`src/rtl/spi_prog_decoder.sv`:
```
// Byte-stream programming decoder: parses address-load and data-write frames
// from the SPI byte receiver and issues 32-bit writes to the memory port.
module spi_prog_decoder #(
  parameter logic [7:0] CMD_ADDR = 8'h01,
  parameter logic [7:0] CMD_DATA = 8'h02,
  parameter int unsigned ADDR_INC = 4,
  parameter int unsigned TIMEOUT  = 50000,
  parameter int unsigned CNT_W    = 16
) (
  input  logic             i_clk,
  input  logic             i_spi_rst_n,
  input  logic [7:0]       i_rx_byte,
  input  logic             i_rx_valid,
  output logic             o_mem_req,
  output logic [31:0]      o_mem_addr,
  output logic [31:0]      o_mem_wdata,
  input  logic             i_mem_ack,
  output logic             o_busy,
  output logic [2:0]       o_err,
  output logic [CNT_W-1:0] o_wr_count
);

  localparam int unsigned TW = $clog2(TIMEOUT + 1);
  localparam logic [TW-1:0] TMO_MAX = TW'(TIMEOUT);

  typedef enum logic [1:0] {S_IDLE, S_ADDR, S_DATA, S_WRITE} state_t;

  state_t           state_q, state_d;
  logic [1:0]       idx_q, idx_d;
  logic [31:0]      sh_q, sh_d;
  logic [31:0]      addr_q, addr_d;
  logic [31:0]      maddr_q, maddr_d;
  logic [31:0]      wdata_q, wdata_d;
  logic [2:0]       err_q, err_d;
  logic [CNT_W-1:0] cnt_q, cnt_d;
  logic [TW-1:0]    tmo_q, tmo_d;
  logic             decode_op;
  logic [31:0]      sh_next;

  assign sh_next = {sh_q[23:0], i_rx_byte};

  always_comb begin
    state_d   = state_q;
    idx_d     = idx_q;
    sh_d      = sh_q;
    addr_d    = addr_q;
    maddr_d   = maddr_q;
    wdata_d   = wdata_q;
    err_d     = err_q;
    cnt_d     = cnt_q;
    tmo_d     = '0;
    decode_op = 1'b0;
    case (state_q)
      S_IDLE: decode_op = i_rx_valid;
      S_ADDR, S_DATA: begin
        if (i_rx_valid) begin
          sh_d  = sh_next;
          idx_d = idx_q + 2'd1;
          if (idx_q == 2'd3) begin
            if (state_q == S_ADDR) begin
              addr_d  = sh_next;
              state_d = S_IDLE;
            end else begin
              wdata_d = sh_next;
              maddr_d = addr_q;
              state_d = S_WRITE;
            end
          end
        end else if (tmo_q + TW'(1) == TMO_MAX) begin
          // Abort a stalled frame; the address register keeps its old value.
          state_d  = S_IDLE;
          err_d[2] = 1'b1;
          sh_d     = '0;
        end else begin
          tmo_d = tmo_q + TW'(1);
        end
      end
      S_WRITE: begin
        if (i_mem_ack) begin
          addr_d    = addr_q + 32'(ADDR_INC);
          if (cnt_q != '1) cnt_d = cnt_q + CNT_W'(1);
          state_d   = S_IDLE;
          decode_op = i_rx_valid;
        end else if (i_rx_valid) begin
          err_d[1] = 1'b1;
        end
      end
      default: state_d = S_IDLE;
    endcase
    // A byte arriving with the completing ack is treated as the next opcode.
    if (decode_op) begin
      idx_d = '0;
      if (i_rx_byte == CMD_ADDR)      state_d = S_ADDR;
      else if (i_rx_byte == CMD_DATA) state_d = S_DATA;
      else begin
        state_d  = S_IDLE;
        err_d[0] = 1'b1;
      end
    end
  end

  always_ff @(posedge i_clk) begin
    if (!i_spi_rst_n) begin
      state_q <= S_IDLE;
      idx_q   <= '0;
      sh_q    <= '0;
      addr_q  <= '0;
      maddr_q <= '0;
      wdata_q <= '0;
      err_q   <= '0;
      cnt_q   <= '0;
      tmo_q   <= '0;
    end else begin
      state_q <= state_d;
      idx_q   <= idx_d;
      sh_q    <= sh_d;
      addr_q  <= addr_d;
      maddr_q <= maddr_d;
      wdata_q <= wdata_d;
      err_q   <= err_d;
      cnt_q   <= cnt_d;
      tmo_q   <= tmo_d;
    end
  end

  assign o_mem_req   = (state_q == S_WRITE);
  assign o_busy      = (state_q != S_IDLE);
  assign o_mem_addr  = maddr_q;
  assign o_mem_wdata = wdata_q;
  assign o_err       = err_q;
  assign o_wr_count  = cnt_q;

endmodule

```
`config.mk`:
```
export PLATFORM = sky130hd
export DESIGN_NAME = spi_prog_decoder
export DESIGN_NICKNAME = d
export VERILOG_FILES = /design/src/rtl/spi_prog_decoder.sv
export SDC_FILE = /design/constraint.sdc
export NUM_CORES = 1
export LEC_CHECK = 0
export CAP_MARGIN = 25
export CORE_AREA = 2 2 162 85
export CTS_BUF_LIST = sky130_fd_sc_hd__clkbuf_8
export CTS_CLUSTER_DIAMETER = 150
export DETAILED_ROUTE_END_ITERATION = 6
export DIE_AREA = 0 0 164 87
export GPL_TIMING_DRIVEN = 0
export PLACE_DENSITY = 0.91
export SLEW_MARGIN = 20
export SYNTH_ARGS = -nofsm -noshare
export SYNTH_HDL_FRONTEND = slang
export SYNTH_SLANG_ARGS = --single-unit
```
`constraint.sdc`:
```
create_clock -name i_clk -period 2.8 [get_ports i_clk]
set_clock_uncertainty 0.1 [all_clocks]
set_input_delay 0.28 -clock i_clk [delete_from_list [all_inputs] [get_ports i_clk]]
set_output_delay 0.28 -clock i_clk [all_outputs]
set_load 0.05 [all_outputs]
```
== Word level (Yosys, flattened, before mapping) ==
Cells that the tools add are included.
Word-level totals
  bits of input ports: 12
  flip-flop bits (word level): 159
  output and inout bits: 85
Operators by class
  eq/ne operators: 15
  muxes and demuxes: 18
  add/sub/neg operators: 4
  reduce and logical (&&, ||, !) cells: 17
  bitwise operators: 7
Operators by type and width (count)
  32-bit 2-to-1 mux: 4
  32-bit one-hot mux with 2 select lines: 1
  24-bit 2-to-1 mux: 2
  16-bit by 1-bit adder with 16-bit output, second input constant: 2
  32-bit by 3-bit adder with 32-bit output, second input constant: 1
  16-bit equality test, second input constant: 1
  2-bit 2-to-1 mux: 8
  16-bit != test, second input constant: 1
  3-bit AND reduction: 4
  8-bit by 1-bit equality test with 1-bit output, second input constant: 1
  8-bit by 2-bit equality test with 1-bit output, second input constant: 1
  4-bit != test, second input constant: 2
  4-bit AND reduction: 2
  1-bit inverter: 7
  2-bit equality test, second input constant: 3
  2-bit != test, second input constant: 3
  2-bit nonzero test: 3
  5-bit AND reduction: 1
  2-bit one-hot mux with 2 select lines: 1
  2-bit AND reduction: 2
  2-bit OR reduction: 2
  4-bit OR reduction: 1
  3-bit by 1-bit != test with 1-bit output, second input constant: 1
  3-bit nonzero test: 1
  6 further kinds: 6

== Depth between registers and ports, before layout ==
  depth in word-level cells: 6
  gate-level depth with buffers: 9
  gate-level depth less buffers: 8

== Worst setup path before layout ==
No wires, ideal clock.
  path type: flip-flop to flip-flop
  start: register state_q[0]
  end: register addr_q[5]
  setup time: 128 ps
  data required time: 2572 ps
  stages on the path, launching flop included: 10
  arrival time: 2265 ps
  period minus slack after synthesis: 2493 ps
  slack: 307 ps
  path buffers: 3
  path through: dfxtp_1 > ha_1 > clkbuf_1 > nand2b_1 > a211oi_1 > clkbuf_1 > clkbuf_1 > nand2_1 > a21oi_1 > nor2_1
On the way
  elaborated cells between the ends (all ways): 11
RTL lines
  from (decl): line 28  | state_t state_q, state_d;
  from (signal assigned): line 114  | state_q <= state_d;
  2-bit equality test (*)
  net o_mem_req: line 14  | output logic o_mem_req,
  2-bit by 1-bit != test with 1-bit output (no source line) / 2-bit nonzero test (equally long branches)
  5-bit AND reduction (no source line)
  to (signal assigned): line 117  | addr_q <= addr_d;
  to (decl): line 31  | logic [31:0] addr_q, addr_d;
The timed path passes the listed nets; every way through them passes the cells marked *.
A chain may end at the register's enable or synchronous reset.

== Final worst setup path ==
  start: register state_q[0]
  end: register addr_q[30]
On the way
  longest elaborated chain between the ends: 4
  elaborated cells between the ends (all ways): 11
Ends and longest elaborated chain
  2-bit by 1-bit equality test with 1-bit output / 2-bit equality test (equally long branches): line 53, 60
  2-bit OR reduction: line 53  | case (state_q)
  2-bit != test (no source line) / 2-bit nonzero test (equally long branches)
  5-bit AND reduction (no source line)
Parallel ways exist; a longest one is shown, timed or not.

==> summary.md <==
| Metric | Value |
|---|---|
| Status | completed |
| Min Tclk post-route | 2.73 ns |
| GPL Wtd Cong | 1.03 |
| Port-buffer cells | 95 |
| Slowest CP cell | dfxtp_1 |
| GRT Overall Usage | 31.7% |
| Worst slew margin | 48.2% |
| CTS sink count | 159 |
| Worst min-delay path startpoint | i_rx_valid |
| Antenna diode count | 0 |
| Max-slew violations | 0 |
| Sequence of cells on the critical path | ha_1, clkbuf_1, nand2b_1, a211oi_1, clkbuf_2, nand2_1, o21ai_1, nor3_1 |
| Skew-Pair Late Insertion Delay | 0.47 ns |
| Die W | 164 um |
| Core ar. | 0.0130 mm2 |
| Worst setup SP type | register |
| Worst IR drop on VDD | 0.284 mV |
| Die Y | 87 um |
| Clock share of power | 35.3% |
| Detail Route Antenna Nets | 0 |
| Final hold violation count | 0 |
| Hold Crit Depth | 3 |
| First-pass DRT Iterations | 6 |
| Overflow after GRT | 0 |
| CTS tree | yes |
| Crit. path cell count | 8 |
| Cts bufs inserted | 17 |
| Total Power | 5220 uW |
| Sequential share of power | 46.9% |
| Max_cap viols | 0 |
| DRC viols | 0 |
| Number of DRC markers in iteration 0 | 1250 |
| # IOs | 97 |
| Part of the Yosys area used for sequential elements | 44.2% |
| Nets | 1048 |
| Period utilization | 97.5% |
| CP peak stage delay | 0.41 ns |
| Post-CTS Hold Fix Bufs | 0 |
| Number of synthesized flops with an enable pin | 0 |
| Syn nets | 933 |
| Largest net degree at the start of global routing | 17 |
| Via density | 6.10 |
| Root Driver | clkbuf_8 |
| DP Wirelength | 16300 um |
| FF+latch count, synth | 159 |
| Worst Path Required | 3.04 ns |
| Post-Place Worst Slack | -0.113 ns |
| Max Freq | 366 MHz |
| Min-Delay Path Class | primary input to register |
| Inst Count DP | 1183 |
| Number of global-route vias before repair | 6537 |
| Ys Warns | 0 |
| Fillers | 1073 |
| Post-synthesis cell count | 912 |
| Share of cells above drive strength 1 | 6.63% |
| Power Internal | 3550 uW |
| Area Overhead vs Synth | 22.5% |
| Yosys top cell area share | 44.2% |
| H-tree Lvls | 4 |
| Reg-to-Reg Start | state_q[0] |
| Fraction of registers with async set/reset | 0% |
| P per Cell Area | 591 mW/mm2 |
| Worst Tran Pin Value | 0.777 ns |
| Total wire length | 22500 um |
| Worst r2r path cells | 8 |
| Die area | 0.0143 mm2 |
| Highest net fanout along the worst path | 10 |
| Multi-input gate area | 0.00367 mm2 |
| Syn Std Cell Area | 0.00720 mm2 |
| Switching share of power | 31.9% |
| Post-synthesis cell type count | 58 |
| Finished Layout Cells | 1216 |
| Top cells by area, synth | dfxtp_1 44%, nand2_1 11%, a21oi_1 9.0% |
| Clock Tree Buf Depth | 2 |
| Register clock-pin slew on the reported worst setup and hold paths | 0.09 ns |
| Crit path DAT | 2.97 ns |
| Main synth FF type | dfxtp_1 |
| Area leader, netlist | dfxtp_1 |
| Static leakage | 0.00275 uW |
| Setup crit start | state_q[0] |
| Final setup vio count | 0 |
| Storage cell area | 0.00318 mm2 |
| Largest delay contributor family on the critical path | compound AO/OA/AOI/OAI gates |
| Initial antenna violation count | 0 |
| Vias post-DR | 7421 |
| Psw | 1660 uW |
| Critical path type | register to register |
| WP buf/inv | 2 |
| Comb pwr share | 17.8% |
| Initial Util | 55.3% |
| Row count | 30 |
| Final Util | 67.7% |
| Mean Syn Cell Area | 7.90 um2 |
| Min setup slack post-route | 0.0703 ns |
| CP endpoint kind | register |
| WL/cell | 18.5 um |
| Unrepaired setup endpoints after global routing | false |
| First-pass GRT wire length | 35100 um |
## cell usage after synthesis, types with 2 or more instances
master,number
a311oi_1,25
a31oi_1,6
dfxtp_1,159
o21ai_0,31
ha_1,9
o221a_2,5
and3_1,9
a21o_1,3
or2_2,4
nand4_1,15
nor4_1,11
o22ai_1,6
buf_1,2
buf_6,3
nor2_1,64
o31ai_1,2
a211oi_1,11
inv_1,15
or4_1,4
clkbuf_2,2
nand2_1,208
xnor2_1,24
or3_1,6
mux2i_1,5
nand3_1,17
xor2_1,6
buf_2,6
a21oi_1,130
buf_4,2
and4_1,3
a41oi_1,6
clkbuf_1,53
nor3b_1,2
nor4b_1,4
and2_1,7
nand3b_1,3
nand2b_1,2
nor3_1,15
nor4bb_1,3
nor2b_1,6
## per-stage QoR
| step | area (um2) | hold slack (ns) | TNS (ns) |
|---|---|---|---|
| 5_1_grt | 8820 | 0.244 | 0 |
| 2_1_floorplan | 7200 | 0.316 | 0 |
| 4_1_cts | 8800 | 0.170 | 0 |
| 3_5_place_dp | 8370 | 0.347 | -0.245 |
| 3_3_place_gp | 8370 | 0.342 | -0.246 |
| 6_report | 8820 | 0.188 | 0 |
## final timing paths
check | endpoint | slack, ns
setup reg to reg | addr_q[30] | 0.07
hold reg to reg | o_mem_wdata[7] | 0.36
setup / recovery | addr_q[30] | 0.07
hold / removal | o_err[1] | 0.19
## power groups by stage
stage                     Combinational, uW  Clock, uW  Sequential [uW]
after global routing                    986       1920             2450
after detailed placement                882          0             2490
after CTS                               893       1840             2430
final                                   931       1840             2440
after global placement                  864          0             2490
after floorplan                         604          0             2470
## area by class of cell
type / count / area share, %
buffer: 68 / 3.43
timing repair buffer: 96 / 10.9
multi-input combinational: 669 / 41.6
sequential: 159 / 36.1
inverter: 16 / 0.681
tap: 176 / 2.50
clock buffer: 19 / 2.96
clock inverter: 13 / 1.84
## layer usage
metal / up-vias / part of all wire, % / track usage (%) / wire length (um)
li1: 3436 / - / - / -
met1: 3408 / 46 / 47.8 / 10300
met2: 518 / 38 / 43.7 / 8570
met3: 59 / 14 / 11.4 / 3250
met4: 0 / 1.7 / 4.94 / 377
met5: - / 0 / 0 / 0
## repair_timing
action                     in CTS  in global routing
pin swaps                       0                  1
buffers inserted                0                  0
gates resized for setup         4                  8
setup endpoints to repair      15                 33
hold endpoints to repair        0                  0
## cells in the final DEF (no fill, tap or decap), types with 4 or more instances in the layout
cell	count
nand2_1	208
dfxtp_1	159
a21oi_1	130
clkdlybuf4s50_1	95
nor2_1	64
clkbuf_1	47
o21ai_0	29
a311oi_1	25
xnor2_1	24
clkbuf_8	19
inv_1	17
nand3_1	17
nand4_1	15
nor3_1	15
a211oi_1	11
nor4_1	10
and3_1	9
clkbuf_2	8
ha_1	8
and2_1	7
or3_1	6
a41oi_1	6
a31oi_1	6
buf_2	6
nor2b_1	6
xor2_1	6
o22ai_1	6
mux2i_1	5
o221a_2	5
or4_1	4
nor4b_1	4
or2_2	4
## flip-flops by register name (all words and copies together), names as in the netlist
register	cells
o_mem_wdata	32
o_err	3
idx_q	2
o_mem_addr	32
state_q	2
o_wr_count	16
sh_q	24
addr_q	32
tmo_q	16
## cells by family after synthesis
group	count (synthesis)	share of synthesized area [%]
and+or+nand+nor	388	24.7
AOI/OAI and AO/OA	236	20.1
DFF	159	44.2
adders and majority gates	9	1.56
muxes	6	0.851
buffers and inverters	84	4.93
xor gates and xnor gates	30	3.65
## tightest hold or removal path: stages
cell and delay, ns:
clkbuf_1 0.19, a21oi_1 0.18, nor2_1 0.05
Note: power is estimated with default switching activity, not from simulation.
